## src/rtl/arb_pkg.sv

```systemverilog
// rtl/arb_pkg.sv - shared types and constants for the priority arbiter
// Contents: arb_state_e FSM encoding, PRIO_W, ID_W, NUM_CH_DEF.
package arb_pkg;

    localparam int PRIO_W     = 2;
    localparam int ID_W       = 2;
    localparam int NUM_CH_DEF = 3;

    typedef enum logic [1:0] {
        ST_IDLE = 2'd0,
        ST_ACK  = 2'd1,
        ST_WAIT = 2'd2,
        ST_HOLD = 2'd3
    } arb_state_e;

endpackage

```

## src/rtl/arb_pick.sv

```systemverilog
// rtl/arb_pick.sv - combinational winner selection for arb_core
// Optional feature macro: ARB_RR_TIE_EN (round-robin tie break).
// Ports:
//   req_i    in  NUM_CH         per-channel request
//   prio_i   in  PRIO_W*NUM_CH  per-channel priority, 0 highest
//   rr_ptr_i in  ID_W           last granted index (used only for round-robin ties)
//   idx_o    out ID_W           winning channel index
//   any_o    out 1              at least one request present
module arb_pick
    import arb_pkg::*;
#(
    parameter int NUM_CH = NUM_CH_DEF
) (
    input  logic [NUM_CH-1:0]        req_i,
    input  logic [PRIO_W*NUM_CH-1:0] prio_i,
    input  logic [ID_W-1:0]          rr_ptr_i,
    output logic [ID_W-1:0]          idx_o,
    output logic                     any_o
);

    logic [PRIO_W-1:0] min_prio;
    logic [NUM_CH-1:0] tie;

    // Lowest priority value among requesters, then the set of requesters
    // sharing it; the tie set is then resolved to a single index.
    always_comb begin
        min_prio = '1;
        for (int i = 0; i < NUM_CH; i++) begin
            if (req_i[i] && (prio_i[i*PRIO_W +: PRIO_W] < min_prio)) begin
                min_prio = prio_i[i*PRIO_W +: PRIO_W];
            end
        end
        tie = '0;
        for (int i = 0; i < NUM_CH; i++) begin
            tie[i] = req_i[i] && (prio_i[i*PRIO_W +: PRIO_W] == min_prio);
        end
        any_o = |req_i;
    end

`ifdef ARB_RR_TIE_EN
    // Scan starting just above the last grant, wrapping NUM_CH-1 -> 0;
    // the last granted channel itself is visited last.
    always_comb begin
        logic found;
        found = 1'b0;
        idx_o = '0;
        for (int k = 1; k <= NUM_CH; k++) begin
            int ch;
            ch = int'(rr_ptr_i) + k;
            if (ch >= NUM_CH) begin
                ch = ch - NUM_CH;
            end
            if (!found && tie[ch]) begin
                idx_o = ID_W'(ch);
                found = 1'b1;
            end
        end
    end
`else
    logic unused_rr_ptr;
    assign unused_rr_ptr = ^rr_ptr_i;

    // Descending scan so the lowest tied index is the last assignment.
    always_comb begin
        idx_o = '0;
        for (int i = NUM_CH - 1; i >= 0; i--) begin
            if (tie[i]) begin
                idx_o = ID_W'(i);
            end
        end
    end
`endif

endmodule

```

## src/rtl/arb_core.sv

```systemverilog
// rtl/arb_core.sv - priority arbiter reading one word per grant from slave FIFOs
// Optional feature macro: ARB_RR_TIE_EN (round-robin tie break, adds rr pointer).
// Ports:
//   clk_i        in  1              clock, posedge
//   rst_i        in  1              asynchronous active-high reset
//   slv_req_i    in  NUM_CH         per-channel FIFO-not-empty
//   slv_val_i    in  NUM_CH         per-channel read-data valid (one cycle after ack)
//   slv_data_i   in  NUM_CH*DATA_W  per-channel read data
//   a2s_ack_o    out NUM_CH         one-hot read strobe
//   prio_i       in  2*NUM_CH       per-channel priority, 0 highest
//   a2f_data_o   out DATA_W         forwarded word
//   a2f_id_o     out 2              source channel of forwarded word
//   a2f_val_o    out 1              downstream valid
//   f2a_ready_i  in  1              downstream ready
//   err_o        out 1              sticky protocol error
module arb_core
    import arb_pkg::*;
#(
    parameter int DATA_W = 32,
    parameter int NUM_CH = NUM_CH_DEF
) (
    input  logic                     clk_i,
    input  logic                     rst_i,
    input  logic [NUM_CH-1:0]        slv_req_i,
    input  logic [NUM_CH-1:0]        slv_val_i,
    input  logic [NUM_CH*DATA_W-1:0] slv_data_i,
    output logic [NUM_CH-1:0]        a2s_ack_o,
    input  logic [PRIO_W*NUM_CH-1:0] prio_i,
    output logic [DATA_W-1:0]        a2f_data_o,
    output logic [ID_W-1:0]          a2f_id_o,
    output logic                     a2f_val_o,
    input  logic                     f2a_ready_i,
    output logic                     err_o
);

    arb_state_e          state_q, state_d;
    logic [ID_W-1:0]     sel_q,   sel_d;
    logic [NUM_CH-1:0]   ack_q,   ack_d;
    logic [DATA_W-1:0]   data_q,  data_d;
    logic [ID_W-1:0]     id_q,    id_d;
    logic                val_q,   val_d;
    logic                err_q,   err_d;
    logic [ID_W-1:0]     rr_ptr;

    logic [ID_W-1:0]     pick_idx;
    logic                pick_any;
    logic [NUM_CH-1:0]   sel_mask;
    logic [DATA_W-1:0]   sel_data;
    logic                sel_val;
    logic [NUM_CH-1:0]   val_ok_mask;

`ifdef ARB_RR_TIE_EN
    logic [ID_W-1:0]     rr_ptr_q, rr_ptr_d;
    assign rr_ptr = rr_ptr_q;
`else
    assign rr_ptr = '0;
`endif

    arb_pick #(
        .NUM_CH (NUM_CH)
    ) u_pick (
        .req_i    (slv_req_i),
        .prio_i   (prio_i),
        .rr_ptr_i (rr_ptr),
        .idx_o    (pick_idx),
        .any_o    (pick_any)
    );

    // Decode the latched selection into a mask and mux the selected lane.
    always_comb begin
        sel_mask = '0;
        sel_data = '0;
        sel_val  = 1'b0;
        for (int i = 0; i < NUM_CH; i++) begin
            if (sel_q == ID_W'(i)) begin
                sel_mask[i] = 1'b1;
                sel_data    = slv_data_i[i*DATA_W +: DATA_W];
                sel_val     = slv_val_i[i];
            end
        end
        // Read-data valid is legal only on the selected lane while in WAIT.
        val_ok_mask = (state_q == ST_WAIT) ? sel_mask : '0;
    end

    always_comb begin
        state_d = state_q;
        sel_d   = sel_q;
        ack_d   = '0;
        data_d  = data_q;
        id_d    = id_q;
        val_d   = val_q;
        err_d   = err_q;
`ifdef ARB_RR_TIE_EN
        rr_ptr_d = rr_ptr_q;
`endif
        unique case (state_q)
            ST_IDLE: begin
                if (pick_any) begin
                    sel_d   = pick_idx;
                    ack_d   = NUM_CH'(1) << pick_idx;
                    state_d = ST_ACK;
`ifdef ARB_RR_TIE_EN
                    rr_ptr_d = pick_idx;
`endif
                end
            end
            ST_ACK: begin
                state_d = ST_WAIT;
            end
            ST_WAIT: begin
                if (sel_val) begin
                    data_d  = sel_data;
                    id_d    = sel_q;
                    val_d   = 1'b1;
                    state_d = ST_HOLD;
                end else begin
                    err_d   = 1'b1;
                    state_d = ST_IDLE;
                end
            end
            ST_HOLD: begin
                if (f2a_ready_i) begin
                    val_d   = 1'b0;
                    state_d = ST_IDLE;
                end
            end
            default: state_d = ST_IDLE;
        endcase
        if (|(slv_val_i & ~val_ok_mask)) begin
            err_d = 1'b1;
        end
    end

    always_ff @(posedge clk_i or posedge rst_i) begin
        if (rst_i) begin
            state_q <= ST_IDLE;
            sel_q   <= '0;
            ack_q   <= '0;
            data_q  <= '0;
            id_q    <= '0;
            val_q   <= 1'b0;
            err_q   <= 1'b0;
`ifdef ARB_RR_TIE_EN
            rr_ptr_q <= '0;
`endif
        end else begin
            state_q <= state_d;
            sel_q   <= sel_d;
            ack_q   <= ack_d;
            data_q  <= data_d;
            id_q    <= id_d;
            val_q   <= val_d;
            err_q   <= err_d;
`ifdef ARB_RR_TIE_EN
            rr_ptr_q <= rr_ptr_d;
`endif
        end
    end

    assign a2s_ack_o  = ack_q;
    assign a2f_data_o = data_q;
    assign a2f_id_o   = id_q;
    assign a2f_val_o  = val_q;
    assign err_o      = err_q;

endmodule

```

## config.mk

```make
export PLATFORM = sky130hd
export DESIGN_NAME = arb_core
export DESIGN_NICKNAME = d
export VERILOG_FILES = /design/src/rtl/arb_pkg.sv /design/src/rtl/arb_pick.sv /design/src/rtl/arb_core.sv
export SDC_FILE = /design/constraint.sdc
export NUM_CORES = 1
export LEC_CHECK = 0
export ABC_AREA = 1
export BUFFER_PORTS_ARGS = -buffer_cell sky130_fd_sc_hd__clkbuf_2
export CORE_MARGIN = 3
export CORE_UTILIZATION = 31
export CTS_BUF_LIST = sky130_fd_sc_hd__clkbuf_8
export DETAILED_ROUTE_END_ITERATION = 12
export MAX_ROUTING_LAYER = met4
export PLACE_DENSITY_LB_ADDON = 0.2
export SLEW_MARGIN = 20
export SYNTH_ARGS = -nofsm -noshare
export SYNTH_HDL_FRONTEND = slang
export SYNTH_HIERARCHICAL = 1
export SYNTH_SLANG_ARGS = --single-unit
```

## constraint.sdc

```tcl
create_clock -name clk_i -period 4 [get_ports clk_i]
set_input_delay 0.2 -clock clk_i [delete_from_list [all_inputs] [get_ports clk_i]]
set_output_delay 0.2 -clock clk_i [all_outputs]
set_load 0.03 [all_outputs]
```

[Yosys cells after proc, flatten, opt, wreduce, memory -nomap -nowiden]
Cells that the tools add are included.
Storage, ports and cells
  flip-flop bits (word level): 43
  output and inout bits: 39
  logic and storage cells: 70
Operators by class
  $lt $le $gt $ge: 3
  equal/unequal tests: 12
  shifts and indexed selects: 1
  mux-type cells: 28
  bitwise operators: 2
  reduce and logical (&&, ||, !) cells: 17
Operator list (number)
  $mux 32: 3
  $mux 2: 9
  $mux 1: 11
  $mux 3: 3
  $pmux 2 s4: 1
  $reduce_and 2->1: 4
  $eq 2x2->1: 3
  $eq 2x2->1 const B: 3
  $logic_and 1x1->1: 6
  $ne 2x2->1 const B: 3
  $reduce_or 3->1: 2
  $eq 2x1->1 const B: 2
  $logic_not 2->1: 2
  $lt 2x2->1: 2
  $reduce_bool 2->1: 2
  $and 3x3->3: 1
  $not 3->3: 1
  $reduce_and 3->1: 1
  $shl 1x2->3 const A: 1
  $lt 2x2->1 const B: 1
  $ne 2x1->1 const B: 1
  $pmux 1 s2: 1

[Depth between registers and ports, before layout]
Gate-level depths: netlist of run 1.
  depth in word-level cells: 17
  mapped depth: 19
  depth with buffers taken out: 19

[By module]
The synthesis of run 1 kept the hierarchy.
Modules (own cells, without submodules)
  arb_core: times used 1, cells an instance 343, area an instance 2487.4 sq um, sequential area each 1076.0 sq um
  arb_pick: times used 1, cells an instance 58, area an instance 362.8 sq um, sequential area each 0.0 sq um

[Worst setup path before layout of run 1]
Ideal clock, no wire load.
  kind: in2reg
  start: input port slv_req_i[0]
  end: register ack_q[2], in the netlist a2s_ack_o[2]
  library setup time: 0.089 ns
  arrival: 2.166 ns
  path slack: 1.744 ns
  stages on the path: 18
  path through: inv_1 nor2_1 ha_1 nand2_4 nand2_4 nand2_1 o21ai_2 ha_1 nor2_1 nand2_4 nand2_2 nand2_2 nor2_1 nor2_1 nand2_1 nand2_1 nor2_1 nor3b_1
On the way
  cells in the longest elaborated chain, start to end: 16
  elaborated cells between the ends (all ways): 21
  those cells by class: 2 x order compare; 3 x eq/ne; 1 x shift; 8 x mux; 7 x reduce/logical
Ends and longest elaborated chain
  from (decl): line arb_core.sv:24  | input logic [NUM_CH-1:0] slv_req_i,
  $logic_and 1x1->1: line arb_pick.sv:29  | if (req_i[i] && (prio_i[i*PRIO_W +: PRIO_W] < min_prio)) begin
  $mux 2: line arb_pick.sv:29
  $lt 2x2->1: line arb_pick.sv:29
  $logic_and 1x1->1: line arb_pick.sv:29
  $mux 2: line arb_pick.sv:29
  $lt 2x2->1: line arb_pick.sv:29
  $logic_and 1x1->1: line arb_pick.sv:29
  $mux 2: line arb_pick.sv:29
  $eq 2x2->1: line arb_pick.sv:35  | tie[i] = req_i[i] && (prio_i[i*PRIO_W +: PRIO_W] == min_prio);
  $logic_and 1x1->1: line arb_pick.sv:35
  $mux 2 (2 in a row): line arb_pick.sv:67  | if (tie[i]) begin
  $mux 2 *: line arb_pick.sv:67
  named net pick_idx[1]: line arb_core.sv:45  | logic [ID_W-1:0] pick_idx;
  $shl 1x2->3 *: line arb_core.sv:100  | ack_d = NUM_CH'(1) << pick_idx;
  $mux 3 *: line arb_core.sv:98  | if (pick_any) begin
  $mux 3 *: line arb_core.sv:96  | unique case (state_q)
  named net ack_d[2]: line arb_core.sv:38  | logic [NUM_CH-1:0] ack_q, ack_d;
  to (signal assigned): line arb_core.sv:149  | ack_q <= ack_d;
  to (decl): line arb_core.sv:38
The timed path passes the listed nets; every way through them passes the cells marked *.
A chain may end at the register's enable or synchronous reset.

[Worst setup path in the final report of run 1]
  start: register sel_q[1]
  end: register state_q[1]
On the way
  cells in the longest elaborated chain, start to end: 6
  elaborated cells between the ends (all ways): 8
  those cells by class: 2 x eq/ne; 5 x mux; 1 x reduce/logical
Ends and longest elaborated chain
  from (decl): line arb_core.sv:37  | logic [ID_W-1:0] sel_q, sel_d;
  from (signal assigned): line arb_core.sv:148  | sel_q <= sel_d;
  $logic_not 2->1: line arb_core.sv:75  | if (sel_q == ID_W'(i)) begin
  $mux 1 (2 in a row): line arb_core.sv:75
  $mux 1 *: line arb_core.sv:75
  $mux 2 *: line arb_core.sv:111  | if (sel_val) begin
  $pmux 2 s4 *: line arb_core.sv:96
  to (signal assigned): line arb_core.sv:147  | state_q <= state_d;
  to (decl): line arb_core.sv:36  | arb_state_e state_q, state_d;
Mark *: on every way between the ends. The rest lies on a longest branch, timed or not.

==> impl_results.md, run 1 <==
* Unrepaired setup endpoints after global routing: false
* DP Area at 3600 µm²
* Routed Antenna Nets at 0
* Synth-to-Final Area Change at 30.4%
* Worst slew pin tran at 931 ps
* Placer Congestion at 0.741
* Root Buffer: clkbuf_8
* Worst Path Max Fanout at 37
* Netlist Area Pre-Place at 2850 µm²
* Place WS at 1260 ps
* Warnings from Yosys at 6
* Final Max Tran Viols at 0
* Outcome: finished, final reports clean
* Clock latency on the worst-skew pair at 290 ps
* WP data required at 4160 ps
* Lkg Pwr at 2.14 nW
* Crit path launch type: flip-flop
* Final Skew at 2.01 ps
* Final Critical Period at 2700 ps
* Critical path data arrival time at 2860 ps
* Die height at 102 µm
* Total gr overflow at 0
* Starting Density at 0.323
* Largest net degree at the start of global routing at 44
* I/O Pins at 150
* TNS Setup at 0 ps
* Crit path capture type: flip-flop
* Post-synth net total at 513
* Number of max-cap violations at 0
* Clock-pin slew of the registers on the worst-case setup and hold paths at 90 ps
* CORE AREA at 8810 µm²
* Fill cells at 960
* First-pass GRT wire length at 14,000 µm
* Met2 usage at 0.287
* H-tree levels at 2
* Drt total wl at 8820 µm
* DR vias/cell at 4.93
* Post-Syn Instances at 400
* Hold Fails Final Rpt at 0
* Final WS setup at 1300 ps
* Fraction of layout cells with a size suffix above 1 at 0.346
* Final instance area at 3710 µm²
* DRC Markers at 0
* HPWL Detailed at 6410 µm
* Die X at 102 µm
* Antenna violations before repair at 0
* Antenna Cells at 0
* Post-CTS Hold Buffers at 0
* Min-delay worst type: in -> async
* Endpoints failing setup at 0
* Final worst-path cycle share at 0.674
* Slew margin rel. at 0.378
* Worst-case clock buffer depth at 2
* Cts repair resizes at 0
* All-Layer GR Usage at 0.172
* Clock Sinks at 43
* Most used routing layer: met2
* Final Total Pwr at 2.60 mW
* TritonCTS clock tree: built
* Setup CP Type: reg -> reg
* Inserted Clock Buffers at 5
* Final core utilization at 0.422
* Row cnt at 34
* Total number of vias at 3,155
* Pwr/cell area at 701 nW/µm²
* Die area at 10,400 µm²
* Vias in the first global route at 2,997
* Met3 track demand over resource at 0.0355
* Maximum vdd drop at 0.264 mV
* Number of setup buffers added after CTS at 0
* # nets final at 644
* Input/output buffers at 149
* Mean Syn Cell Area at 7.12 µm²
* WL/cell at 13.8 µm
* First drt pass iteration count at 5
* M1 GR Usage at 0.217
* DRT iter0 DRCs at 117
* F_max at 0.371 GHz
==> routing by layer <==
layer,routed length (µm),up-vias
li1,-,1593
met1,3850,1434
met2,4210,118
met3,672,10
met4,85,0
met5,0,-
==> state kept, by name (all words and copies together) (netlist names) <==
register,count
a2s_ack_o,3
sel_q,2
err_o,1
a2f_val_o,1
a2f_data_o,32
a2f_id_o,2
state_q,2
==> cell usage in the layout (no fill, tap or decap) <==
cell       count
o21ai_2        1
a31oi_1        1
nor3b_1        2
inv_1         16
nand2_2        4
nand2_1      119
a21oi_1        4
nand2_4        8
inv_2          3
clkbuf_2     149
bufinv_16      1
nand3_2        4
nor2_1        10
clkinv_4       1
a21oi_2        1
clkinv_2       1
clkbuf_8       5
nor2_4         1
nor3_1         1
nand4_1        1
and2_1         1
ha_1           2
nand3b_1       1
dfrtp_1       43
buf_4          2
o21ai_0        1
nand3_4        1
nand3_1      144
nor2_8         2
xnor2_1        1
o21ai_1        1
==> stage by stage <==
step / hold slack (ps) / instances
global route: 163 / 640
floorplan: 347 / 400
detailed placement: 456 / 632
global placement: 450 / 632
CTS: 127 / 640
finish: 92.9 / 640
==> worst max-delay path: stages, from the launching register on <==
cell and delay [ps]:
dfrtp_1 850, inv_2 470, nand3_1 270, nand3_4 360, nand2_4 480, o21ai_1 120
==> final cells by class <==
cell class	count	area (µm²)	area share
clock inverter	3	43.8	0.0118
sequential	43	1080	0.290
tap	108	135	0.0364
inverter	19	71.3	0.0192
multi-input combinational	311	1560	0.419
timing repair buffer	151	761	0.205
clock buffer	5	68.8	0.0185
==> worst paths after layout <==
path | to | slack, ps | cells after the start | from
setup / recovery | state_q[1] | 1300 | 5 | sel_q[1]
hold / removal | a2f_data_o[18] | 90 | 2 | rst_i
setup reg to reg | state_q[1] | 1300 | 5 | sel_q[1]
hold reg to reg | a2f_data_o[21] | 480 | 2 | a2f_data_o[21]
max in group asynchronous | a2f_data_o[13] | 3330 | 2 | rst_i
min in group clk_i | state_q[0] | 180 | 4 | f2a_ready_i
==> power breakdown <==
group	leakage [nW]	internal, mW	switching [mW]
registers	0.550	0.599	0.150
clock network	0.0581	0.186	0.159
logic	1.53	0.430	1.08
total	2.14	1.21	1.39
No activity file was read; power rests on OpenSTA's default activity.
==> run 2: changes to the inputs <==
--- a/config.mk
+++ b/config.mk
@@ -5,7 +5,7 @@
 export SDC_FILE = /design/constraint.sdc
 export NUM_CORES = 1
 export LEC_CHECK = 0
-export ABC_AREA = 1
+export ABC_AREA = 0
 export BUFFER_PORTS_ARGS = -buffer_cell sky130_fd_sc_hd__clkbuf_2
 export CORE_MARGIN = 3
 export CORE_UTILIZATION = 31
==> constraint.sdc (replaced) <==
create_clock -name clk_i -period 2.7 [get_ports clk_i]
set_input_delay 0.135 -clock clk_i [delete_from_list [all_inputs] [get_ports clk_i]]
set_output_delay 0.135 -clock clk_i [all_outputs]
set_load 0.03 [all_outputs]
==> run 2 against run 1 <==
Hold slack lost 65 ps. Largest power group unchanged. Die area fell by 6.3%. Global-route usage down 2.3 points. Routed wire length is 19% lower. Critical path depth up 9. Utilization up 3.3 points.
==> impl_results.md, run 2 <==
* Outcome: finished, final reports clean
* Hold Fails Final Rpt at 0 (unchanged)
* Clock latency on the worst-skew pair at 290 ps (about the same)
* Fraction of layout cells with a size suffix above 1 at 0.597 (+0.252)
* HPWL Detailed at 5510 µm (-14%)
* Worst Path Max Fanout at 4 (-89%)
* Row cnt at 33 (-2.9%)
* DRT iter0 DRCs at 47 (-60%)
* Total number of vias at 2,364 (-25%)
* Unrepaired setup endpoints after global routing: true
* Netlist Area Pre-Place at 2660 µm² (-6.7%)
* H-tree levels at 2 (unchanged)
* Starting Density at 0.322 (-0.00158)
* CORE AREA at 8260 µm² (-6.2%)
* Synth-to-Final Area Change at 41.2%
* Worst slew pin tran at 916 ps (-14.6 ps)
* Worst-case clock buffer depth at 2 (unchanged)
* Final Max Tran Viols at 0 (unchanged)
* Max FFs per register at 32 (unchanged)
* Crit path launch type: input pin
* Final Critical Period at 2690 ps
* Fill cells at 809 (-16%)
* Mean Syn Cell Area at 11.9 µm² (+67%)
* Final core utilization at 0.454 (+0.0325)
* Pwr/cell area at 1010 nW/µm² (+44%)
* Number of max-cap violations at 0 (unchanged)
* Lkg Pwr at 1.75 nW (-18%)
* Warnings from Yosys at 6 (unchanged)
* Final Skew at 9.99 ps (+7.98 ps)
* Final instance area at 3750 µm² (+1.0%)
* Reg area at 1080 µm² (+0.12%)
* Min-delay worst type: in -> async
* Post-Syn Instances at 223 (-44%)
* DRC Markers at 0 (unchanged)
* WP data required at 2920 ps (-1240 ps)
* Die height at 98.6 µm (-3.2%)
* Critical path data arrival time at 2900 ps (+40 ps)
* Antenna Cells at 0 (unchanged)
* DR vias/cell at 4.87 (-1.1%)
* Setup CP Type: in -> reg
* Maximum vdd drop at 0.509 mV (+92%)
* Crit path capture type: flip-flop
* Total gr overflow at 0 (unchanged)
* WL/cell at 14.7 µm (+6.9%)
* Die area at 9720 µm² (-6.3%)
* Slew margin rel. at 0.388 (+0.00976)
* First-pass GRT wire length at 11,600 µm (-17%)
* Multi-input gate area at 1550 µm² (-0.16%)
* Commonest non-fill, non-tap cell in the layout: clkbuf_2
* Antenna violations before repair at 0 (unchanged)
* Die X at 98.6 µm (-3.2%)
* Endpoints failing setup at 0 (unchanged)
* F_max at 0.372 GHz
* Routed Antenna Nets at 0 (unchanged)
* Most frequent cells in the layout: clkbuf_2 (147), dfrtp_1 (42), mux2i_1 (33), mux2_2 (33), o2bb2ai_1 (32)
* Critical path's slowest cell: or3b_4
* Final Hold Slack at 28.1 ps (-64.8 ps)
* Clock-pin slew of the registers on the worst-case setup and hold paths at 90 ps (about the same)
* Clock Sinks at 43 (unchanged)
* Largest net degree at the start of global routing at 44 (unchanged)
* DP Area at 3610 µm² (+0.17%)
* Root Buffer: clkbuf_8
* First drt pass iteration count at 3 (-2)
* Input/output buffers at 149 (unchanged)
* Drt total wl at 7140 µm (-19%)
* Inserted Clock Buffers at 5 (unchanged)
* Cell Chain, Critical Path: buf_6 > nand2b_4 > inv_2 > ha_4 > a21boi_2 > o32a_1 > inv_2 > ha_4 > or3b_4 > o21a_4 > mux2i_2 > xor2_1 > a311oi_2 > nor3b_2
* Final worst-path cycle share at 0.996
* Post-synth net total at 336 (-35%)
* I/O Pins at 150 (unchanged)
* Max stage delay on crit path at 380 ps (-470 ps)
* # nets final at 492 (-24%)
* Vias in the first global route at 2,402 (-20%)
* Placer Congestion at 0.804 (+8.4%)
* All-Layer GR Usage at 0.149 (-0.0227)
* TritonCTS clock tree: built
==> run 2: routing by layer <==
metal  wire (µm)  GRT usage  part of all wire
met3         497     0.0382             0.070
met5           0          -                 0
met4          64     0.0347            0.0090
met2        3510      0.246              0.49
met1        3070      0.184              0.43
==> run 2: stage by stage <==
stage	std cells	power, mW	setup TNS, ps	worst slack (ps)
after CTS	484	3.83	0	2.41
final	485	3.77	0	11.9
after global placement	476	3.39	-823	-215
after detailed placement	476	3.42	-1260	-307
after floorplan	223	2.81	-93.8	-49.4
after global routing	485	4.05	-111	-74.9
==> run 2: worst max-delay path: cells and delay by family <==
family / cells / cell delay, ps
simple gates: 3 / 730
compound gates: 4 / 1030
buf+inv: 3 / 240
mux: 1 / 230
fa+ha+maj: 2 / 410
xor+xnor: 1 / 120
==> run 2: area by class of cell <==
class,instances,share of cell area
flip-flops and latches,43,0.287
multi-input cells,160,0.414
clock inverters,3,0.00434
inverters,5,0.00501
repair buffers,164,0.236
well taps,105,0.0350
clock buffers,5,0.0184
==> run 2: path summary, 6_finish.rpt <==
path / start / endpoint / slack, ps / cells past startpoint
max: prio_i[1] / a2s_ack_o[2] / 10 / 14
min: rst_i / a2f_data_o[16] / 30 / 2
max reg2reg: sel_q[1] / a2f_data_o[4] / 700 / 5
min reg2reg: a2f_data_o[18] / a2f_data_o[18] / 500 / 1
max in group asynchronous: rst_i / sel_q[0] / 2060 / 2
min in group clk_i: slv_val_i[1] / err_o / 100 / 3
==> run 2: power breakdown <==
part	internal, mW	switching [mW]	leakage [nW]
Clock	0.177	0.221	0.0453
Combinational	0.942	1.29	1.18
Sequential	0.952	0.187	0.522
==> run 2: repair_timing <==
item	in CTS	in global routing
setup buffers	0	1
hold buffers	0	0
endpoints found under the setup margin	0	4
endpoints found under the hold margin	0	0
resized for setup	0	12
==> run 3: changes to the inputs <==
--- a/config.mk
+++ b/config.mk
@@ -5,7 +5,7 @@
 export SDC_FILE = /design/constraint.sdc
 export NUM_CORES = 1
 export LEC_CHECK = 0
-export ABC_AREA = 0
+export ABC_AREA = 1
 export BUFFER_PORTS_ARGS = -buffer_cell sky130_fd_sc_hd__clkbuf_2
 export CORE_MARGIN = 3
 export CORE_UTILIZATION = 31
==> run 3 against run 2 <==
Sequential power down 6%. Hold slack worse by 23 ps. Largest power group unchanged. Highest routed layer unchanged. Final cell count grew 33%. Total power rose by 2.0%.
==> impl_results.md, run 3 (synthesis results as in run 1) <==
* First drt pass iteration count at 4 (+1)
* Number of max-cap violations at 0 (unchanged)
* Root Buffer: clkbuf_8
* TNS Setup at 0 ps (unchanged)
* Reg-to-reg slack, setup at 810 ps (+110 ps)
* Final core utilization at 0.424 (-0.0297)
* DRC Markers at 0 (unchanged)
* Multi-input gate area at 1560 µm² (+0.16%)
* Worst slew pin tran at 897 ps (-19.9 ps)
* Synth-to-Final Area Change at 31.3%
* Reg area at 1080 µm² (-0.12%)
* Final Critical Period at 2320 ps (-365 ps)
* CORE AREA at 8810 µm² (+6.6%)
* Sw frac at 0.540 (+0.0897)
* Slew margin rel. at 0.401 (+0.0133)
* Max FFs per register at 32 (unchanged)
* Post-CTS Hold Buffers at 0 (unchanged)
* Logic pwr share at 0.619 (+0.027)
* Endpoints failing setup at 0 (unchanged)
* Vias in the first global route at 3,214 (+34%)
* Fraction of layout cells with a size suffix above 1 at 0.353 (-0.245)
* Fill cells at 937 (+16%)
* # nets final at 651 (+32%)
* Die X at 102 µm (+3.3%)
* Row cnt at 34 (+3.0%)
* Inserted Clock Buffers at 5 (unchanged)
* Setup CP Type: in -> reg
* Final Total Pwr at 3.85 mW (+2.0%)
* Unrepaired setup endpoints after global routing: false
* Commonest non-fill, non-tap cell in the layout: clkbuf_2
* Crit path capture type: flip-flop
* All-Layer GR Usage at 0.183 (+0.0340)
* Sw Pwr at 2.08 mW (+22%)
* Clock-pin slew of the registers on the worst-case setup and hold paths at 90 ps (about the same)
* Antenna Cells at 0 (unchanged)
* Final Hold Slack at 4.79 ps (-23.3 ps)
* Maximum vdd drop at 0.359 mV (-30%)
* Input/output buffers at 149 (unchanged)
* Place WS at 51.4 ps (+358 ps)
* R2r startpoint: sel_q[0]
* Starting Density at 0.323 (+0.00158)
* Lkg Pwr at 2.16 nW (+24%)
* Internal power at 1.77 mW (-15%)
* DRT iter0 DRCs at 84 (+79%)
* Cts repair resizes at 0 (unchanged)
* Reg2Reg Depth at 5 (unchanged)
* Total number of vias at 3,171 (+34%)
* F_max at 0.430 GHz (+16%)
* Placer Congestion at 0.850 (+5.8%)
* Pwr/cell area at 1030 nW/µm² (+2.4%)
* Most frequent cells in the layout: clkbuf_2 (149), nand3_1 (144), nand2_1 (119), dfrtp_1 (43), inv_1 (17)
* Critical path data arrival time at 2530 ps (-370 ps)
* WP data required at 2910 ps (about the same)
* Final WS setup at 377 ps (+365 ps)
* Outcome: finished, final reports clean
* FF-to-FF End: a2f_data_o[13]
* Antenna violations before repair at 0 (unchanged)
* Die area at 10,400 µm² (+6.7%)
* DR vias/cell at 4.90 (+0.55%)
* Clock power share at 0.104 (-0.002)
* I/O Pins at 150 (unchanged)
* Worst-case clock buffer depth at 2 (unchanged)
* Worst Path Max Fanout at 5 (+1)
* Clock Sinks at 43 (unchanged)
* Final worst-path cycle share at 0.860 (-0.135)
* Hold Fails Final Rpt at 0 (unchanged)
* Drt total wl at 9060 µm (+27%)
* Final Skew at 8.52 ps (-1.47 ps)
* H-tree levels at 2 (unchanged)
* Die height at 102 µm (+3.3%)
* Min-delay worst type: in -> async
* Sequential share of power at 0.278 (-0.024)
* WL/cell at 14.0 µm (-4.9%)
* Clock latency on the worst-skew pair at 300 ps (about the same)
* First-pass GRT wire length at 14,800 µm (+28%)
* HPWL Detailed at 6680 µm (+21%)
* Largest net degree at the start of global routing at 44 (unchanged)
* Number of setup buffers added after CTS at 0 (unchanged)
* Total gr overflow at 0 (unchanged)
* TritonCTS clock tree: built
* Routed Antenna Nets at 0 (unchanged)
* Final Max Tran Viols at 0 (unchanged)
* Crit path launch type: input pin
run 3: cell types whose count changed in the layout (fill, tap and decap cells not counted), sizes merged, moves of 11 or more:
cell,change
nand3,+145
nand2,+128
mux2,-36
mux2i,-34
o2bb2ai,-32
inv,+14
nor2,+11
run 3: cell type report:
type / count / area share
Clock buffer: 5 / 0.0184
Clock inverter: 3 / 0.00435
Inverter: 19 / 0.0191
Multi-Input combinational cell: 311 / 0.416
Sequential cell: 43 / 0.288
Tap cell: 108 / 0.0362
Timing Repair Buffer: 158 / 0.218
run 3: layer usage:
metal / vias to the layer above / track usage / wire, µm
met5: - / - / 0
met1: 1462 / 0.214 / 3840
li1: 1600 / - / -
met2: 103 / 0.321 / 4460
met4: 0 / 0.0424 / 101
met3: 6 / 0.0410 / 654
run 3: worst max-delay path by stage:
| stage | from | end | depth (start not counted) |
|---|---|---|---|
| final | slv_req_i[0] | a2s_ack_o[2] | 19 |
| after global routing | slv_req_i[0] | a2s_ack_o[2] | 19 |
| after CTS | slv_req_i[0] | a2s_ack_o[1] | 16 |
| after detailed placement | slv_req_i[0] | a2s_ack_o[1] | 16 |
| after global placement | slv_req_i[0] | a2s_ack_o[2] | 19 |
| after floorplan | slv_req_i[0] | a2s_ack_o[2] | 18 |
run 3: metrics by stage:
| stage | area (µm²) | instances |
|---|---|---|
| 6_report | 3740 | 647 |
| 5_1_grt | 3740 | 647 |
| 4_1_cts | 3740 | 647 |
| 3_5_place_dp | 3650 | 639 |
| 3_3_place_gp | 3650 | 639 |
| 2_1_floorplan | 2850 | 400 |
run 3: critical path, stage by stage:
cell	delay, ps
clkbuf_2	110
inv_1	50
nor2_1	120
ha_1	270
nand2_4	90
nand2_4	60
nand2_1	70
o21ai_2	90
ha_1	200
nor2_1	350
nand2_4	130
nand2_2	90
nand2_2	60
nor2_1	110
nor2_1	70
nand2_1	80
nand2_1	50
nor2_1	180
nor3b_1	210
run 3: power by group through the flow:
stage	Clock, mW	Sequential, mW	Combinational (mW)
floorplan	0	1.44	1.38
global placement	0	1.08	2.40
detailed placement	0	1.08	2.44
CTS	0.420	1.07	2.44
global route	0.442	1.11	2.69
finish	0.399	1.07	2.38
